==> src/rtl/mm_pkg.sv <==
// Shared types and constants for the tiled matrix-multiply datapath control.
// The scheduler, its loop counter and the bench all pull their widths from here.
package mm_pkg;

    localparam int T          = 4;
    localparam int MAX_TILES  = 8;
    localparam int TILE_IDX_W = $clog2(MAX_TILES);

    typedef logic [TILE_IDX_W-1:0] tile_idx_t;

    typedef enum logic [2:0] {
        S_IDLE    = 3'd0,
        S_LOAD    = 3'd1,
        S_START   = 3'd2,
        S_WAIT_PE = 3'd3,
        S_WB      = 3'd4,
        S_NEXT    = 3'd5,
        S_FIN     = 3'd6
    } sched_state_t;

endpackage

==> src/rtl/mm_tile_counter.sv <==
// Three-level nested wrap counter walking (i, j, k) with k innermost.
// Limits are latched on load so the caller may change its config inputs mid-job.
module mm_tile_counter #(
    parameter int IDX_W = mm_pkg::TILE_IDX_W
) (
    input  logic             clk,
    input  logic             rst,
    input  logic             load,
    input  logic             adv,
    input  logic [IDX_W:0]   m_dim,
    input  logic [IDX_W:0]   n_dim,
    input  logic [IDX_W:0]   k_dim,
    output logic [IDX_W-1:0] i_idx,
    output logic [IDX_W-1:0] j_idx,
    output logic [IDX_W-1:0] k_idx,
    output logic             last
);

    logic [IDX_W-1:0] i_q, i_d, j_q, j_d, k_q, k_d;
    logic [IDX_W-1:0] i_lim_q, i_lim_d, j_lim_q, j_lim_d, k_lim_q, k_lim_d;
    logic [IDX_W:0]   m_m1, n_m1, k_m1;

    // Dimensions are 1..MAX_TILES, so dim-1 always fits in an index.
    assign m_m1 = m_dim - 1'b1;
    assign n_m1 = n_dim - 1'b1;
    assign k_m1 = k_dim - 1'b1;

    always_comb begin
        i_d     = i_q;
        j_d     = j_q;
        k_d     = k_q;
        i_lim_d = i_lim_q;
        j_lim_d = j_lim_q;
        k_lim_d = k_lim_q;
        if (load) begin
            i_lim_d = m_m1[IDX_W-1:0];
            j_lim_d = n_m1[IDX_W-1:0];
            k_lim_d = k_m1[IDX_W-1:0];
            i_d     = '0;
            j_d     = '0;
            k_d     = '0;
        end else if (adv) begin
            if (k_q != k_lim_q) begin
                k_d = k_q + 1'b1;
            end else begin
                k_d = '0;
                if (j_q != j_lim_q) begin
                    j_d = j_q + 1'b1;
                end else begin
                    j_d = '0;
                    if (i_q != i_lim_q) begin
                        i_d = i_q + 1'b1;
                    end
                end
            end
        end
    end

    always_ff @(posedge clk) begin
        if (rst) begin
            i_q     <= '0;
            j_q     <= '0;
            k_q     <= '0;
            i_lim_q <= '0;
            j_lim_q <= '0;
            k_lim_q <= '0;
        end else begin
            i_q     <= i_d;
            j_q     <= j_d;
            k_q     <= k_d;
            i_lim_q <= i_lim_d;
            j_lim_q <= j_lim_d;
            k_lim_q <= k_lim_d;
        end
    end

    assign i_idx = i_q;
    assign j_idx = j_q;
    assign k_idx = k_q;
    assign last  = (k_q == k_lim_q) && (j_q == j_lim_q) && (i_q == i_lim_q);

endmodule

==> src/rtl/mm_tile_scheduler.sv <==
// Walks every (i, j, k) tile step of C = A*B: load A(i,k)/B(k,j), run the PE
// array once, then write back / accumulate into C(i,j). PE hangs abort the job.
module mm_tile_scheduler #(
    parameter int MAX_TILES = mm_pkg::MAX_TILES,
    parameter int IDX_W     = $clog2(MAX_TILES),
    parameter int TIMEOUT   = 1024
) (
    input  logic                   clk,
    input  logic                   rst,
    input  logic                   cfg_valid,
    output logic                   cfg_ready,
    input  logic [IDX_W:0]         cfg_m_tiles,
    input  logic [IDX_W:0]         cfg_n_tiles,
    input  logic [IDX_W:0]         cfg_k_tiles,
    output logic                   cfg_err,
    output logic                   busy,
    output logic                   done,
    output logic                   timeout_err,
    output logic                   ld_req,
    input  logic                   ld_ack,
    output logic [IDX_W-1:0]       ld_i,
    output logic [IDX_W-1:0]       ld_j,
    output logic [IDX_W-1:0]       ld_k,
    output logic                   pe_start,
    input  logic                   pe_done,
    output logic                   wb_req,
    input  logic                   wb_ack,
    output logic [IDX_W-1:0]       wb_i,
    output logic [IDX_W-1:0]       wb_j,
    output logic                   wb_accum,
    output mm_pkg::sched_state_t   dbg_state
);

    import mm_pkg::*;

    // Handshakes: ld_req / wb_req rise when their state is entered and stay
    // high with stable indices until the matching ack is sampled high on a
    // clock edge; an ack arriving in the same cycle the request rises counts.
    // Acks and pe_done seen in any other state are dropped.

    localparam int              WD_W     = $clog2(TIMEOUT + 1);
    localparam logic [WD_W-1:0] WD_LIMIT = WD_W'(TIMEOUT - 1);
    localparam logic [IDX_W:0]  DIM_MAX  = (IDX_W + 1)'(MAX_TILES);

    sched_state_t    state_q, state_d;
    logic [WD_W-1:0] wdog_q, wdog_d;
    logic            cfg_ready_q, cfg_ready_d;
    logic            cfg_err_q, cfg_err_d;
    logic            busy_q, busy_d;
    logic            done_q, done_d;
    logic            timeout_err_q, timeout_err_d;
    logic            ld_req_q, ld_req_d;
    logic            pe_start_q, pe_start_d;
    logic            wb_req_q, wb_req_d;
    logic            wb_accum_q, wb_accum_d;

    logic             cfg_ok;
    logic             cnt_load, cnt_adv, cnt_last;
    logic [IDX_W-1:0] cnt_i, cnt_j, cnt_k;

    assign cfg_ok = (cfg_m_tiles != '0) && (cfg_m_tiles <= DIM_MAX) &&
                    (cfg_n_tiles != '0) && (cfg_n_tiles <= DIM_MAX) &&
                    (cfg_k_tiles != '0) && (cfg_k_tiles <= DIM_MAX);

    mm_tile_counter #(
        .IDX_W (IDX_W)
    ) u_cnt (
        .clk   (clk),
        .rst   (rst),
        .load  (cnt_load),
        .adv   (cnt_adv),
        .m_dim (cfg_m_tiles),
        .n_dim (cfg_n_tiles),
        .k_dim (cfg_k_tiles),
        .i_idx (cnt_i),
        .j_idx (cnt_j),
        .k_idx (cnt_k),
        .last  (cnt_last)
    );

    always_comb begin
        state_d       = state_q;
        wdog_d        = wdog_q;
        cfg_err_d     = 1'b0;
        timeout_err_d = timeout_err_q;
        cnt_load      = 1'b0;
        cnt_adv       = 1'b0;
        case (state_q)
            S_IDLE: begin
                if (cfg_valid) begin
                    if (cfg_ok) begin
                        cnt_load      = 1'b1;
                        timeout_err_d = 1'b0;
                        state_d       = S_LOAD;
                    end else begin
                        cfg_err_d = 1'b1;
                    end
                end
            end
            S_LOAD: begin
                if (ld_ack) state_d = S_START;
            end
            S_START: begin
                wdog_d  = '0;
                state_d = S_WAIT_PE;
            end
            S_WAIT_PE: begin
                // Compare the incremented count so done lands TIMEOUT cycles after pe_start.
                wdog_d = wdog_q + 1'b1;
                if (pe_done) begin
                    state_d = S_WB;
                end else if (wdog_d == WD_LIMIT) begin
                    timeout_err_d = 1'b1;
                    state_d       = S_FIN;
                end
            end
            S_WB: begin
                if (wb_ack) state_d = S_NEXT;
            end
            S_NEXT: begin
                if (cnt_last) begin
                    state_d = S_FIN;
                end else begin
                    cnt_adv = 1'b1;
                    state_d = S_LOAD;
                end
            end
            S_FIN: begin
                state_d = S_IDLE;
            end
            default: begin
                state_d = S_IDLE;
            end
        endcase

        // Outputs are decoded from the next state so they are valid on entry.
        cfg_ready_d = (state_d == S_IDLE);
        busy_d      = (state_d != S_IDLE) && (state_d != S_FIN);
        done_d      = (state_d == S_FIN);
        ld_req_d    = (state_d == S_LOAD);
        pe_start_d  = (state_d == S_START);
        wb_req_d    = (state_d == S_WB);
        wb_accum_d  = (state_d == S_WB) && (cnt_k != '0);
    end

    always_ff @(posedge clk) begin
        if (rst) begin
            state_q       <= S_IDLE;
            wdog_q        <= '0;
            cfg_ready_q   <= 1'b1;
            cfg_err_q     <= 1'b0;
            busy_q        <= 1'b0;
            done_q        <= 1'b0;
            timeout_err_q <= 1'b0;
            ld_req_q      <= 1'b0;
            pe_start_q    <= 1'b0;
            wb_req_q      <= 1'b0;
            wb_accum_q    <= 1'b0;
        end else begin
            state_q       <= state_d;
            wdog_q        <= wdog_d;
            cfg_ready_q   <= cfg_ready_d;
            cfg_err_q     <= cfg_err_d;
            busy_q        <= busy_d;
            done_q        <= done_d;
            timeout_err_q <= timeout_err_d;
            ld_req_q      <= ld_req_d;
            pe_start_q    <= pe_start_d;
            wb_req_q      <= wb_req_d;
            wb_accum_q    <= wb_accum_d;
        end
    end

    assign cfg_ready   = cfg_ready_q;
    assign cfg_err     = cfg_err_q;
    assign busy        = busy_q;
    assign done        = done_q;
    assign timeout_err = timeout_err_q;
    assign ld_req      = ld_req_q;
    assign pe_start    = pe_start_q;
    assign wb_req      = wb_req_q;
    assign wb_accum    = wb_accum_q;
    assign ld_i        = cnt_i;
    assign ld_j        = cnt_j;
    assign ld_k        = cnt_k;
    assign wb_i        = cnt_i;
    assign wb_j        = cnt_j;
    assign dbg_state   = state_q;

endmodule
==> config.mk <==
export PLATFORM = sky130hd
export DESIGN_NAME = mm_tile_scheduler
export DESIGN_NICKNAME = d
export VERILOG_FILES = /design/src/rtl/mm_pkg.sv /design/src/rtl/mm_tile_counter.sv /design/src/rtl/mm_tile_scheduler.sv
export SDC_FILE = /design/constraint.sdc
export NUM_CORES = 1
export LEC_CHECK = 0
export BUFFER_PORTS_ARGS = -buffer_cell sky130_fd_sc_hd__buf_2
export CORE_MARGIN = 2
export CORE_UTILIZATION = 35
export DETAILED_ROUTE_END_ITERATION = 10
export PLACE_DENSITY = 0.56
export SYNTH_ARGS = -nofsm -noshare
export SYNTH_HDL_FRONTEND = slang
export SYNTH_SLANG_ARGS = --single-unit
==> constraint.sdc <==
create_clock -name clk -period 3.2 [get_ports clk]
set_clock_uncertainty 0.05 [all_clocks]
set_input_delay 0.32 -clock clk [delete_from_list [all_inputs] [get_ports clk]]
set_output_delay 0.32 -clock clk [all_outputs]
set_load 0.05 [all_outputs]
==> results.sh, run 1 <==
export IMPL_tightest_slew_ns=0.602
export IMPL_ys_ff_latch=41
export IMPL_hold_path_class="in2reg"
export IMPL_cap_violations=0
export IMPL_max_stage_delay_ns=0.47
export IMPL_grt_pass1_wl_um=8510
export IMPL_max_slew_margin_pct=59.6
export IMPL_crit_path_cell_trace="ha_1 > inv_1 > or3_4 > o311ai_1 > nand3_2 > a21oi_2 > nor4b_4"
export IMPL_hold_viol_final=0
export IMPL_synth_async_sr_flop_share_pct=0
export IMPL_vias_per_cell=5.03
export IMPL_io_buffers=44
export IMPL_fin_util_pct=41.3
export IMPL_layout_nets=324
export IMPL_dr_pass1_iters=4
export IMPL_die_w_um=84.4
export IMPL_syn_area_per_cell_sq_um=8.73
export IMPL_cts_clk_slew_worst_paths_ns=0.08
export IMPL_seq_area_sq_um=821
export IMPL_endpoint_kind="flip-flop"
export IMPL_irDropWorstVdd_v=0.000215
export IMPL_die_h_um=84.4
export IMPL_start_util_pct=35.8
export IMPL_power_switching_uw=264
export IMPL_slew_viol_final=0
export IMPL_wire_per_inst_um=13.1
export IMPL_worst_path_max_delay_cell="dfxtp_1"
export IMPL_ys_types=57
export IMPL_drt_wl_total_um=4920
export IMPL_clock_latency_ns=0.29
export IMPL_p_int_uw=789
export IMPL_power_density_nw_per_um2=404
export IMPL_ctsLongestPathBuffers=2
export IMPL_synth_cells=259
export IMPL_syn_area_sq_um=2260
export IMPL_rsz0062_at_grt="no"
export IMPL_hold_buffers=0
export IMPL_drive_above_1_share_pct=24.6
export IMPL_cts_buffers=5
export IMPL_antenna_left=0
export IMPL_place_congestion=0.869
export IMPL_grt_usage_pct=14.7
export IMPL_drtIter0Drc=110
export IMPL_critical_path_class="reg2reg"
export IMPL_antenna_found_initial=0
export IMPL_cts_setup_buffers=0
export IMPL_max_freq_mhz=391
export IMPL_dp_hpwl_um=3570
export IMPL_grt_pass1_vias=1744
export IMPL_core_area_sq_um=6310
export IMPL_combPwrFrac_pct=11.1
export IMPL_outcome="finished clean"
export IMPL_synth_ff_type="dfxtp_1"
export IMPL_setup_viol=0
export IMPL_pwr_share_seq_pct=50.5
export IMPL_period_share_pct=80.0
export IMPL_htreeDepth=2
export IMPL_required_ns=3.36
export IMPL_post_route_min_period_ns=2.56
export IMPL_synth_edf_count=0
export IMPL_drc=0
export IMPL_cp_max_fo=9
export IMPL_rows=29
export IMPL_nFillCells=681
export IMPL_synth_nets=286
export IMPL_grt_max_degree=29
export IMPL_area_delta_synth_final_pct=15.3
export IMPL_gr_total_overflow=0
export IMPL_cp_start_kind="flip-flop"
export IMPL_die_area_sq_um=7120
export IMPL_yosysWarnings=0
export IMPL_cts_tree="yes"
export IMPL_cts_resized=0
export IMPL_leakage_nw=1.07
export IMPL_cp_arrival_ns=2.72
export IMPL_seq_area_frac_synth_pct=36.3
export IMPL_cts_sinks=41
export IMPL_multi_input_area_sq_um=1300
export IMPL_tns_ns=0
export IMPL_clkPwrFrac_pct=38.4
export IMPL_vias=1882
export IMPL_pin_count=45
export IMPL_antenna_cells=0
export IMPL_swShare_pct=25.0
export IMPL_clockRootBuffer="clkbuf_8"
==> layer usage <==
metal	vias up	part of all wire, %	GRT usage (%)
li1	985	-	-
met1	838	52	21.5
met2	51	40	20.5
met3	8	5.8	3.83
met4	0	2.2	5.48
met5	-	0	0
==> critical path: cells and delay by family (launching register included) <==
family                   cells  cell delay [ns]
AO/OA/AOI/OAI                2             0.69
adder cells (fa/ha/maj)      1             0.31
flip-flops                   1             0.47
buffers and inverters        1             0.13
AND/OR/NAND/NOR              3             0.83
==> flip-flops by register name, indices dropped and copies added (netlist names), 3 cells and up <==
signal,cells
u_cnt.i_lim_q,3
u_cnt.j_lim_q,3
wdog_q,11
u_cnt.j_idx,3
u_cnt.k_lim_q,3
dbg_state,3
u_cnt.i_idx,3
u_cnt.k_idx,3
==> through the flow <==
stage / hold WS (ns) / cells / cell area (sq um) / power, mW / worst slack [ns]
floorplan: 0.366 / 259 / 2260 / 0.626 / 0.910
global placement: 0.388 / 367 / 2500 / 0.660 / 0.740
detailed placement: 0.401 / 367 / 2500 / 0.661 / 0.650
CTS: 0.151 / 374 / 2610 / 1.07 / 0.640
global route: 0.161 / 374 / 2610 / 1.11 / 0.419
finish: 0.163 / 374 / 2610 / 1.05 / 0.641
==> cell families (layout without fill, tap and decap cells) <==
logic type      Yosys count  in the layout  synth area share, %
compound gates           61             61                 19.5
xor+xnor                 16             16                 6.19
fa+ha+maj                 9              9                 4.98
buf+inv                  30             68                 6.42
flops                    41             41                 36.3
mux                       2              2                0.885
simple gates            100            100                 25.8
==> path summary, 6_finish.rpt <==
path,startpoint,endpoint,slack (ns),depth (start not counted)
worst max-delay path,wdog_q[1]$_SDFFE_PP0P_,wb_accum$_SDFF_PP0_,0.64,7
worst min-delay path,cfg_m_tiles[0],u_cnt.i_lim_q[0]$_SDFFE_PP0P_,0.16,2
worst max register to register,wdog_q[1]$_SDFFE_PP0P_,wb_accum$_SDFF_PP0_,0.64,7
worst min register to register,timeout_err$_SDFFE_PP0P_,timeout_err$_SDFFE_PP0P_,0.40,2
==> synth_stat cells, types with 2 or more instances <==
cell type	number	area share [%]
a21o_1	4	1.3
a21oi_1	18	4.0
or4_1	2	0.66
a31o_2	2	0.77
clkbuf_1	6	1.0
nor2_1	31	5.1
nand4_1	2	0.55
ha_1	9	5.0
and3_1	2	0.55
xor2_1	12	4.6
and3b_2	2	0.88
or2_2	3	0.83
nand2_1	10	1.7
buf_4	6	2.0
a22oi_1	3	1.0
nor3_1	9	2.0
xnor2_1	4	1.5
nand3b_1	4	1.3
mux2i_1	2	0.88
or3_4	2	1.0
a311oi_1	3	1.2
nor2b_1	2	0.55
o21ai_0	7	1.5
inv_1	15	2.5
a211oi_1	8	2.7
o211ai_1	2	0.66
nand2b_1	10	2.8
dfxtp_1	41	36
nand3_1	9	2.0
nor3b_1	2	0.66
==> power groups by stage <==
stage | logic [mW] | registers [mW] | clock network (mW)
after floorplan | 0.0652 | 0.561 | 0
after global placement | 0.117 | 0.543 | 0
after detailed placement | 0.118 | 0.543 | 0
after CTS | 0.119 | 0.531 | 0.419
after global routing | 0.130 | 0.533 | 0.443
final | 0.117 | 0.531 | 0.405
==> cells in the final DEF, fill, tap and decap left out, drive strengths merged, types with 2 or more instances in the layout <==
cell type / n
nor3b: 3
or2: 3
or4: 2
ha: 9
inv: 15
xor2: 12
buf: 46
a31o: 2
a21o: 4
o21ai: 7
nor3: 10
nand3b: 4
nand4: 3
o21a: 2
dfxtp: 41
nand2: 10
xnor2: 4
o311ai: 2
a211oi: 8
and3b: 2
a22oi: 3
mux2i: 2
a311oi: 3
nor2b: 2
nor2: 31
nand3: 10
or3: 3
o211ai: 2
clkbuf: 5
a21oi: 19
nand2b: 10
and3: 2
==> area by class of cell <==
class	count	share of cell area [%]
repair buffers	46	9.02
inverters	15	2.16
well taps	77	3.69
clock buffers	5	2.64
flip-flops and latches	41	31.5
multi-input cells	188	49.7
clock inverters	2	1.34
Note: power is estimated with default switching activity, not from simulation.
==> run 2, diff against run 1 <==
Settings changed: ABC_AREA set to 1, PLACE_DENSITY 0.56 to 0.58.
Clock period 3.2 ns to 2.2 ns, I/O delays scaled along.
==> run 2 against run 1 <==
- non-clock buffer count grew 5
- clock power grew 57%
- combinational power grew 63%
- synthesized cell count up 38%
- global-route usage up 0.86 points
- sequential power up 45%
- critical endpoint is now busy$_SDFF_PP0_
- highest routed layer unchanged
==> results.sh, run 2 <==
export IMPL_outcome="finished clean"
export IMPL_finalPower_mw=1.60
export IMPL_post_route_min_period_ns=1.93
export IMPL_slew_viol_final=0
export IMPL_grt_pass1_wl_um=9490
export IMPL_cts_sinks=41
export IMPL_syn_area_per_cell_sq_um=6.81
export IMPL_synth_nets=384
export IMPL_dr_pass1_iters=4
export IMPL_drtIter0Drc=99
export IMPL_synth_ff_type="dfxtp_1"
export IMPL_area_delta_synth_final_pct=17.1
export IMPL_antenna_cells=0
export IMPL_rsz0062_at_grt="no"
export IMPL_wire_per_inst_um=11.4
export IMPL_dr_wl_met2_um=2430
export IMPL_required_ns=2.33
export IMPL_place_inst=475
export IMPL_start_util_pct=36.0
export IMPL_holdCritStartpoint="ld_ack"
export IMPL_vias=2282
export IMPL_irDropWorstVdd_v=0.000240
export IMPL_nFillCells=715
export IMPL_rr_endpoint="busy$_SDFF_PP0_"
export IMPL_routed_top_layer="met4"
export IMPL_grt_pass1_vias=2102
export IMPL_drt_wl_total_um=5530
export IMPL_tightest_slew_ns=0.516
export IMPL_finalNonFillerCells=483
export IMPL_rrSetupSlack_ns=0.27
export IMPL_die_area_sq_um=7630
export IMPL_endpoint_kind="flip-flop"
export IMPL_hold_buffers=0
export IMPL_wl_met1_um=2760
export IMPL_synth_most_common_cell="nand2_1"
export IMPL_clockRootBuffer="clkbuf_8"
export IMPL_r2r_start="wdog_q[1]$_SDFFE_PP0P_"
export IMPL_synth_edf_count=0
export IMPL_drive_above_1_share_pct=20.6
export IMPL_power_density_nw_per_um2=560
export IMPL_synth_top_cell_area_share_pct=33.8
export IMPL_yosysWarnings=0
export IMPL_multi_input_area_sq_um=1340
export IMPL_core_area_sq_um=6760
export IMPL_largest_register="wdog_q"
export IMPL_mostFrequentLayoutCell="nand2_1"
export IMPL_vias_per_cell=4.72
export IMPL_wl_met3_um=280
export IMPL_seq_area_sq_um=821
export IMPL_cts_resized=0
export IMPL_cts_setup_buffers=0
export IMPL_synth_top_area_cell="dfxtp_1"
export IMPL_cts_buffers=5
export IMPL_seq_area_frac_synth_pct=33.8
export IMPL_hold_path_class="in2reg"
export IMPL_layout_nets=429
export IMPL_max_freq_mhz=519
export IMPL_grt_max_degree=20
export IMPL_leakage_nw=1.33
export IMPL_rows=30
export IMPL_cap_violations=0
export IMPL_cp_start_kind="flip-flop"
export IMPL_die_w_um=87.3
export IMPL_period_share_pct=87.5
export IMPL_ctsLongestPathBuffers=2
export IMPL_layout_common_cells="nand2_1, inv_1, buf_2"
export IMPL_clock_latency_ns=0.29
export IMPL_setup_viol=0
export IMPL_syn_area_sq_um=2430
export IMPL_grt_usage_pct=15.5
export IMPL_place_congestion=0.857
export IMPL_synth_cells=357
export IMPL_cp_arrival_ns=2.05
export IMPL_cts_clk_slew_worst_paths_ns=0.08
export IMPL_reg2reg_depth=12
export IMPL_io_buffers=44
export IMPL_die_h_um=87.3
export IMPL_hold_viol_final=0
export IMPL_htreeDepth=2
export IMPL_antenna_found_initial=0
export IMPL_largest_reg_flops=11
export IMPL_synthTopCellsByCount="nand2_1, inv_1, dfxtp_1"
export IMPL_dp_hpwl_um=4310
export IMPL_max_slew_margin_pct=65.4
export IMPL_synth_async_sr_flop_share_pct=0
export IMPL_ys_ff_latch=41
export IMPL_pin_count=45
export IMPL_synthTopCellsByArea="dfxtp_1, nand2_1, inv_1"
export IMPL_tns_ns=0
export IMPL_drc=0
export IMPL_critical_path_class="reg2reg"
export IMPL_gr_total_overflow=0
export IMPL_ys_types=31
export IMPL_cts_tree="yes"
export IMPL_cp_max_fo=6
export IMPL_crit_start="wdog_q[1]$_SDFFE_PP0P_"
export IMPL_worstSetupEndpoint="busy$_SDFF_PP0_"
export IMPL_whs_ns=0.131
export IMPL_antenna_left=0
[run 2: how the worst min path moves through the flow]
stage          depth (start not counted)                       endpoint
2_1_floorplan                          2            pe_start$_SDFF_PP0_
3_3_place_gp                           2  u_cnt.j_lim_q[0]$_SDFFE_PP0P_
3_5_place_dp                           2  u_cnt.i_lim_q[0]$_SDFFE_PP0P_
4_1_cts                                3            pe_start$_SDFF_PP0_
5_1_grt                                3            pe_start$_SDFF_PP0_
6_report                               3            pe_start$_SDFF_PP0_
[run 2: stage by stage]
step	cell area [sq um]	utilization, %	setup WS (ns)
6_report	2850	42.1	0.275
5_1_grt	2850	42.1	0.0418
4_1_cts	2850	42.1	0.283
3_5_place_dp	2730	40.4	0.275
3_3_place_gp	2730	40.4	0.247
2_1_floorplan	2430	-	0.265
[run 2: metal layers]
layer / vias up / global-route usage [%]
li1: 1213 / -
met1: 1010 / 21.6
met2: 51 / 24.9
met3: 8 / 2.75
met4: 0 / 3.78
met5: - / 0
[run 2: kinds of logic (layout without fill, tap and decap cells)]
| family | Yosys count | after routing | synth area share, % |
|---|---|---|---|
| AND/OR/NAND/NOR | 184 | 184 | 35.7 |
| buffers and inverters | 65 | 111 | 11.2 |
| XOR/XNOR | 13 | 13 | 4.68 |
| adder cells (fa/ha/maj) | 9 | 9 | 4.63 |
| AO/OA/AOI/OAI | 45 | 45 | 10.0 |
| flip-flops | 41 | 41 | 33.8 |
[run 2: power breakdown]
| group | leakage (nW) | switching [mW] | internal, mW | total [mW] |
|---|---|---|---|---|
| sequential | 0.331 | 0.00979 | 0.759 | 0.769 |
| clock | 0.0574 | 0.267 | 0.369 | 0.636 |
| combinational | 0.944 | 0.129 | 0.0612 | 0.191 |
| total | 1.33 | 0.406 | 1.19 | 1.60 |
[run 2: cell type report]
cell class	count	share of cell area, %
inverter	52	6.85
clock inverter	2	1.32
sequential	41	28.8
multi-input combinational	251	47.0
clock buffer	6	2.90
timing repair buffer	51	9.58
tap	80	3.51
[run 2: critical path, stage by stage, from the launching register on]
cell,delay (ns)
dfxtp_1,0.41
ha_1,0.30
nand3_2,0.16
nor2_4,0.17
nand2_1,0.07
nand2_1,0.11
nand2_1,0.06
nor2_1,0.09
nand3_1,0.10
nand2_2,0.08
nand3_2,0.10
nand2_1,0.08
a21oi_1,0.06
